## src/rtl/reg_file_wb_pkg.sv

```systemverilog
// Shared constants and types for the register-file write-back arbiter.
package reg_file_wb_pkg;

    localparam int REG_ADDR_W = 5;
    localparam int REG_DATA_W = 32;
    localparam int REG_ZERO   = 0;

    typedef struct packed {
        logic                  valid;
        logic [REG_ADDR_W-1:0] rd;
        logic [REG_DATA_W-1:0] data;
    } wb_entry_t;

    typedef enum logic {
        WB_SRC_ALU = 1'b0,
        WB_SRC_MEM = 1'b1
    } wb_src_t;

endpackage

```

## src/rtl/reg_file_wb_arbiter_slot.sv

```systemverilog
// One-entry holding slot for a write-back source; writes to register 0 are
// acknowledged but never stored, so they can never reach the write port.
module wb_hold_slot
    import reg_file_wb_pkg::*;
#(
    parameter int DATA_W = REG_DATA_W,
    parameter int ADDR_W = REG_ADDR_W
) (
    input  logic              clock,
    input  logic              reset,
    input  logic              in_valid_i,
    input  logic [ADDR_W-1:0] in_rd_i,
    input  logic [DATA_W-1:0] in_data_i,
    input  logic              grant_i,
    output logic              ready_o,
    output logic              valid_o,
    output logic [ADDR_W-1:0] rd_o,
    output logic [DATA_W-1:0] data_o
);

    logic              valid_q;
    logic [ADDR_W-1:0] rd_q;
    logic [DATA_W-1:0] data_q;
    logic              load;

    // A draining slot can be refilled on the same edge, so no bubble.
    assign ready_o = ~valid_q | grant_i;
    assign load    = in_valid_i & ready_o & (in_rd_i != ADDR_W'(REG_ZERO));

    always_ff @(posedge clock) begin
        if (reset) begin
            valid_q <= 1'b0;
            rd_q    <= '0;
            data_q  <= '0;
        end else if (load) begin
            valid_q <= 1'b1;
            rd_q    <= in_rd_i;
            data_q  <= in_data_i;
        end else if (grant_i) begin
            valid_q <= 1'b0;
        end
    end

    assign valid_o = valid_q;
    assign rd_o    = rd_q;
    assign data_o  = data_q;

endmodule

```

## src/rtl/reg_file_wb_arbiter.sv

```systemverilog
// Round-robin write-back arbiter: ALU and load results share one registered
// register-file write port. Optional hazard query enabled by WB_HAZARD_EN.
module reg_file_wb_arbiter
    import reg_file_wb_pkg::*;
#(
    parameter int DATA_W = REG_DATA_W,
    parameter int ADDR_W = REG_ADDR_W
) (
    input  logic              clock,
    input  logic              reset,
    input  logic              alu_valid,
    input  logic [ADDR_W-1:0] alu_rd,
    input  logic [DATA_W-1:0] alu_data,
    output logic              alu_ready,
    input  logic              mem_valid,
    input  logic [ADDR_W-1:0] mem_rd,
    input  logic [DATA_W-1:0] mem_data,
    output logic              mem_ready,
    output logic              rf_wen,
    output logic [ADDR_W-1:0] rf_waddr,
    output logic [DATA_W-1:0] rf_wdata
`ifdef WB_HAZARD_EN
    ,
    input  logic [ADDR_W-1:0] hz_addr,
    output logic              hz_hit
`endif
);

    // Index 0 is the ALU source, index 1 the memory source (matches wb_src_t).
    logic [1:0]        in_valid;
    logic [ADDR_W-1:0] in_rd     [2];
    logic [DATA_W-1:0] in_data   [2];
    logic [1:0]        slot_valid;
    logic [ADDR_W-1:0] slot_rd   [2];
    logic [DATA_W-1:0] slot_data [2];
    logic [1:0]        grant;
    logic [1:0]        ready;

    wb_src_t           last_grant_q, last_grant_d;
    logic              rf_wen_q, rf_wen_d;
    logic [ADDR_W-1:0] rf_waddr_q, rf_waddr_d;
    logic [DATA_W-1:0] rf_wdata_q, rf_wdata_d;

    assign in_valid   = {mem_valid, alu_valid};
    assign in_rd[0]   = alu_rd;
    assign in_rd[1]   = mem_rd;
    assign in_data[0] = alu_data;
    assign in_data[1] = mem_data;

    generate
        for (genvar gi = 0; gi < 2; gi++) begin : g_slot
            wb_hold_slot #(
                .DATA_W(DATA_W),
                .ADDR_W(ADDR_W)
            ) u_slot (
                .clock     (clock),
                .reset     (reset),
                .in_valid_i(in_valid[gi]),
                .in_rd_i   (in_rd[gi]),
                .in_data_i (in_data[gi]),
                .grant_i   (grant[gi]),
                .ready_o   (ready[gi]),
                .valid_o   (slot_valid[gi]),
                .rd_o      (slot_rd[gi]),
                .data_o    (slot_data[gi])
            );
        end
    endgenerate

    assign alu_ready = ready[0];
    assign mem_ready = ready[1];

    always_comb begin
        grant        = slot_valid;
        last_grant_d = last_grant_q;
        rf_wen_d     = 1'b0;
        rf_waddr_d   = '0;
        rf_wdata_d   = '0;
        // On a tie, the source that did not win last time goes first.
        if (&slot_valid) begin
            grant = (last_grant_q == WB_SRC_ALU) ? 2'b10 : 2'b01;
        end
        if (grant[1]) begin
            last_grant_d = WB_SRC_MEM;
            rf_wen_d     = 1'b1;
            rf_waddr_d   = slot_rd[1];
            rf_wdata_d   = slot_data[1];
        end else if (grant[0]) begin
            last_grant_d = WB_SRC_ALU;
            rf_wen_d     = 1'b1;
            rf_waddr_d   = slot_rd[0];
            rf_wdata_d   = slot_data[0];
        end
    end

    always_ff @(posedge clock) begin
        if (reset) begin
            last_grant_q <= WB_SRC_ALU;
            rf_wen_q     <= 1'b0;
            rf_waddr_q   <= '0;
            rf_wdata_q   <= '0;
        end else begin
            last_grant_q <= last_grant_d;
            rf_wen_q     <= rf_wen_d;
            rf_waddr_q   <= rf_waddr_d;
            rf_wdata_q   <= rf_wdata_d;
        end
    end

    assign rf_wen   = rf_wen_q;
    assign rf_waddr = rf_waddr_q;
    assign rf_wdata = rf_wdata_q;

`ifdef WB_HAZARD_EN
    // Pending means held in a slot or being written on the port this cycle.
    assign hz_hit = (hz_addr != ADDR_W'(REG_ZERO)) &&
                    ((slot_valid[0] && (slot_rd[0] == hz_addr)) ||
                     (slot_valid[1] && (slot_rd[1] == hz_addr)) ||
                     (rf_wen_q && (rf_waddr_q == hz_addr)));
`endif

endmodule

```

## config.mk

```make
export PLATFORM = sky130hd
export DESIGN_NAME = reg_file_wb_arbiter
export DESIGN_NICKNAME = d
export VERILOG_FILES = /design/src/rtl/reg_file_wb_pkg.sv /design/src/rtl/reg_file_wb_arbiter_slot.sv /design/src/rtl/reg_file_wb_arbiter.sv
export SDC_FILE = /design/constraint.sdc
export NUM_CORES = 1
export LEC_CHECK = 0
export CORE_MARGIN = 2
export CORE_UTILIZATION = 45
export DETAILED_ROUTE_END_ITERATION = 7
export PLACE_DENSITY_LB_ADDON = 0.1
export RECOVER_POWER = 100
export REMOVE_ABC_BUFFERS = 1
export SLEW_MARGIN = 20
export SYNTH_ARGS = -nofsm -noshare
export SYNTH_HDL_FRONTEND = slang
export SYNTH_HIERARCHICAL = 1
export SYNTH_SLANG_ARGS = --single-unit
```

## constraint.sdc

```tcl
create_clock -name clock -period 2.52 [get_ports clock]
set_input_delay 0.504 -clock clock [delete_from_list [all_inputs] [get_ports clock]]
set_output_delay 0.504 -clock clock [all_outputs]
set_load 0.05 [all_outputs]
```

# Word level (Yosys, flattened, before mapping)
# Cells that the tools add are included.
# Widths: inputs -> output; s select.
[totals] in_bits=78 ff_bits=115 output_inout_bits=40
[op_classes] muxes=13 bitwise_logic=8 n_reduce_logical=6
[ops] operator="$mux 32" n=2
[ops] operator="$mux 5" n=2
[ops] operator="$reduce_bool 5->1" n=2
[ops] operator="$mux 1" n=7
[ops] operator="$reduce_bool 2->1" n=3
[ops] operator="$and 1x1->1" n=4
[ops] operator="$mux 2" n=2
[ops] operator="$not 1->1" n=2
[ops] operator="$or 1x1->1" n=2
[ops] operator="$reduce_and 2->1" n=1

# Depth between registers and ports, before layout
[logic_depth] depth_word=6 ltp_mapped=9 depth_no_buf=5

# Cells and area by module
# The synthesis kept the hierarchy.
[by_module_without_submodules] mod="wb_hold_slot" cells_per_inst=166 seq_area_each_um2=760.7 instances=2 area_each_um2=1695.4
[by_module_without_submodules] mod="reg_file_wb_arbiter" cells_per_inst=136 seq_area_each_um2=780.7 instances=1 area_each_um2=1377.6

# Worst setup path after synthesis
# No wires, ideal clock.
[synth_timing] kind="reg2reg" start="register last_grant_q" end="register g_slot[0].u_slot.data_q[10]" arrival_ns=2.106 period_less_slack_ns=2.177 stages_incl_launch_ff=10 slack_ns=0.343 cell_sequence="dfxtp_1 -> nand2b_1 -> buf_4 -> buf_4 -> and2_1 -> nand2b_1 -> o211a_1 -> buf_6 -> buf_6 -> mux2i_1"
[synth_between] elab_chain_len=5
[synth_rtl] item="start, declared" line="reg_file_wb_arbiter.sv:39" rtl="wb_src_t last_grant_q, last_grant_d;"
[synth_rtl] item="start signal, assigned" line="reg_file_wb_arbiter.sv:103" rtl="last_grant_q <= last_grant_d;"
[synth_rtl] item="$mux 2" line="reg_file_wb_arbiter.sv:81" rtl="grant = (last_grant_q == WB_SRC_ALU) ? 2'b10 : 2'b01;"
[synth_rtl] item="$mux 2" line="reg_file_wb_arbiter.sv:80" rtl="if (&slot_valid) begin"
[synth_rtl] item="via grant[0]" line="reg_file_wb_arbiter.sv:36" rtl="logic [1:0] grant;"
[synth_rtl] item="$or 1x1->1" line="reg_file_wb_arbiter_slot.sv:27" rtl="assign ready_o = ~valid_q | grant_i;"
[synth_rtl] item="via alu_ready" line="reg_file_wb_arbiter.sv:14" rtl="output logic alu_ready,"
[synth_rtl] item="$and 1x1->1 (2 in series)" line="reg_file_wb_arbiter_slot.sv:28" rtl="assign load = in_valid_i & ready_o & (in_rd_i != ADDR_W'(REG_ZERO));"
[synth_rtl] item="end signal, assigned" line="reg_file_wb_arbiter_slot.sv:38" rtl="data_q <= in_data_i;"
[synth_rtl] item="end, declared" line="reg_file_wb_arbiter_slot.sv:23" rtl="logic [DATA_W-1:0] data_q;"
# The timed path passes the listed nets, and every way through them passes these cells.
# A chain may end at the register's enable or synchronous reset.

# Worst setup path in the final report
[layout_timing] start="register g_slot[0].u_slot.valid_q" end="output port mem_ready"
[layout_between] elab_chain_len=3
[layout_rtl] item="start, declared" line="reg_file_wb_arbiter_slot.sv:21" rtl="logic valid_q;"
[layout_rtl] item="start signal, assigned" line="reg_file_wb_arbiter_slot.sv:32" rtl="valid_q <= 1'b0;"
[layout_rtl] item="start signal, assigned" line="reg_file_wb_arbiter_slot.sv:36" rtl="valid_q <= 1'b1;"
[layout_rtl] item="start signal, assigned" line="reg_file_wb_arbiter_slot.sv:40" rtl="valid_q <= 1'b0;"
[layout_rtl] item="$reduce_and 2->1" line="reg_file_wb_arbiter.sv:80"
[layout_rtl] item="$mux 2" line="reg_file_wb_arbiter.sv:80"
[layout_rtl] item="$or 1x1->1" line="reg_file_wb_arbiter_slot.sv:27"
[layout_rtl] item="end, declared" line="reg_file_wb_arbiter.sv:18" rtl="output logic mem_ready,"
# No other way between the ends.

==> metrics.md <==
| Metric | Value |
|---|---|
| Worst-Margin Slew | `approximately 0.94 ns` |
| CP required | `between 2 and 2.5 ns` |
| CP max FO | `15` |
| Vias in the first global route | `3,734` |
| Total global routing overflow | `0` |
| Worst setup SP type | `flop` |
| Post-synthesis cell count | `468` |
| Core Box Area | `10,300 µm²` |
| # Max-Cap Violations | `0` |
| Largest family of logic cells by synthesized area | `simple AND/OR/NAND/NOR gates` |
| CP Cell Sequence | `a21boi_0 -> nand2b_1 -> buf_12` |
| Layout cell share with drive strength beyond 1 | `0.0735` |
| Simple-gate share of the synthesized area | `0.237` |
| CTS clk-pin slew, worst paths | `about 0.060 ns` |
| Power Internal | `0.00388 W` |
| Area contributors post-synth | `dfxtp_1 (48%), nand2b_1 (19%), mux2i_1 (14%)` |
| Peak VDD IR | `392 µV` |
| Net Sw Power | `0.00117 W` |
| Commonest non-fill, non-tap cell in the layout | `nand2b_1` |
| Leading cell types in the layout, fill and taps excluded | `nand2b_1 (144), dfxtp_1 (114), clkdlybuf4s50_1 (74), mux2i_1 (68)` |
| Syn avg cell area | `roughly 10 µm²` |
| Min cycle time layout | `2.24 ns` |
| Clock power share | `0.486` |
| Fmax achieved | `446 MHz` |
| Synth Register Bits | `115` |
| Layout Nets | `650` |
| Outcome | `complete, no violations` |
| Lkg Pwr | `2.61 nW` |
| Finish-stage setup viols | `0` |
| Hold path start | `reset` |
| H-tree lvl count | `4` |
| Worst hold path depth | `2` |
| Worst Skew | `0.00882 ns` |
| Synth Area in XOR/XNOR | `0` |
| Comb pwr share | `0.121` |
| WS Path Type | `flop to output pin` |
| Final Hold Violating Endpoints | `0` |
| Hold buffer count at CTS | `0` |
| Power Total | `~0.005 W` |
| Layout area overhead | `38.2%` |
| Post-synth cell types | `18` |
| Initial DRT Pass Iterations | `4` |
| DR iter-0 viols | `126` |
| Reg area | `2300 µm²` |
| Post-synthesis adder-cell area fraction | `0` |
| Area of the multi-input gates | `2220 µm²` |
| Crit-path max cell delay | `0.50 ns` |
| Switch share | `0.232` |
| # fillers | `about 870` |
| Worst hold path class | `primary input to flop` |
| N_diodes | `0` |
| CP Capture Type | `output pin` |
| Slowest cell on the critical path | `dfxtp_2` |
| FF-to-FF End | `g_slot[0].u_slot/data_o[23]` |
| Clk sink count | `about 120` |
| Vias/cell | `5.05` |
| YS warnings | `6` |
| Die ar. | `11,400 µm²` |
| Global Route Usage Sum | `0.196` |
| Pin count of the biggest net entering global routing | `75` |
| R2r setup slk | `about 0.37 ns` |
| Residual DRC | `0` |
| Antenna violations before repair | `0` |
| Via count | `3,642` |
| Seq/Total Area, Yosys | `0.483` |
| Die height | `107 µm` |
| Total wire length | `~11 mm` |
| Flop pwr share | `0.393` |
| Global-route wire length before repair | `17.6 mm` |
| Cell Area, Synth | `approximately 4800 µm²` |
| Clock root cell | `clkbuf_8` |
| Worst path arrival time | `1.74 ns` |
| Worst-Skew Late Latency | `0.51 ns` |
| DP Wirelength | `6.35 mm` |
| Min-Delay Endpoint | `rf_waddr[4]` |
| Initial Utilization | `0.462` |
| R2R Path Start | `g_slot[0].u_slot/valid_o` |
| Relative slew slack | `0.375` |
| Post-synthesis compound-gate area fraction | `0.0858` |
| Wire per inst | `14.7 µm` |
| Share of the synthesized area in the top cell type | `0.483` |
| Period utilization | `0.889` |
| Max-slew violation count | `0` |
| CTS tree | `done` |
| Gpl congestion | `0.783` |
| Total setup buffers inserted after CTS | `0` |
| Min Hold Slack | `between 0.4 and 0.5 ns` |
| Multiplexer area fraction after synthesis | `0.143` |
| Row count | `37` |
| Final ANT Viol Nets | `0` |
| # IOs | `118` |
| Area leader, netlist | `dfxtp_1` |
| Num CTS Buffers | `17` |
| Clock Path Buffers | `2` |
| Reg2Reg Depth | `5` |
| Width of the chip | `~110 µm` |
| Number of port buffers | `117` |
| RSZ-0062 raised after global routing | `false` |
| Post-CTS resize count | `0` |
| Power per Cell Area | `about 770 nW/µm²` |
==> worst max path at each step <==
| stage | start | endpoint | slack (ns) |
|---|---|---|---|
| after floorplan | g_slot[0].u_slot/valid_o | g_slot[1].u_slot/rd_o[3] | -1.80 |
| after global placement | alu_rd[4] | g_slot[0].u_slot/data_o[2] | 0.24 |
| after detailed placement | alu_rd[4] | g_slot[0].u_slot/data_o[23] | 0.23 |
| after CTS | g_slot[0].u_slot/valid_o | alu_ready | 0.24 |
| after global routing | g_slot[0].u_slot/valid_o | mem_ready | 0.13 |
| final | g_slot[0].u_slot/valid_o | mem_ready | 0.28 |
==> power by group through the flow <==
stage / sequential [W] / combinational [W] / clock, W
2_1_floorplan: 0.00209 / 0.000262 / 0
3_3_place_gp: 0.00202 / 0.000624 / 0
3_5_place_dp: 0.00203 / 0.000628 / 0
4_1_cts: 0.00199 / 0.000632 / 0.00250
5_1_grt: 0.00200 / 0.000661 / 0.00259
6_report: 0.00199 / 0.000613 / 0.00246
==> cells in the mapped netlist (all sizes together) <==
cell type and n:
a32oi 37, o21ai 8, nand2b 145, nand4b 6, a21oi 2, nor2 40, or4 2, o211a 2
a211oi 1, mux2i 68, clkbuf 25, and2 1, buf 15, dfxtp 115, a21boi 1
==> layer usage <==
metal	vias up	routed length (µm)	global-route usage
met4	0	133	0.0751
li1	1806	-	-
met1	1727	4920	0.249
met5	-	0	0
met3	12	583	0.0602
met2	97	4970	0.312
==> cells by family after synthesis <==
family | Yosys count
buffers and inverters | 40
muxes | 68
AOI/OAI and AO/OA | 51
DFF | 115
and+or+nand+nor | 194
==> through the flow <==
step	std cells	cell area, µm²	setup WS (ns)	TNS (ns)	utilization
CTS	721	6620	0.238	0	0.641
detailed placement	689	6010	0.230	0	0.582
finish	721	6590	0.280	0	0.638
floorplan	428	4520	-1.80	-96.47	-
global placement	689	6010	0.241	0	0.582
global route	721	6590	0.135	0	0.638
==> flip-flops by register name, summed over array words and instances, names as in the netlist <==
| name | cells |
|---|---|
| rf_wen | 1 |
| last_grant_q | 1 |
| g_slot.u_slot/valid_o | 2 |
| rf_wdata | 32 |
| g_slot.u_slot/rd_o | 10 |
| g_slot.u_slot/data_o | 64 |
| rf_waddr | 5 |
==> critical path: cells and delay by family (launching register included) <==
kind	cells	cell delay, ns
simple gates	1	0.32
flops	1	0.50
compound gates	1	0.17
buf+inv	1	0.23
==> layout make-up <==
cell class | instances | share of cell area
repair buffers | 125 | 0.195
flip-flops and latches | 115 | 0.350
well taps | 136 | 0.0258
multi-input cells | 313 | 0.337
clock inverters | 9 | 0.0232
clock buffers | 23 | 0.0693
No activity file was read; power rests on OpenSTA's default activity.
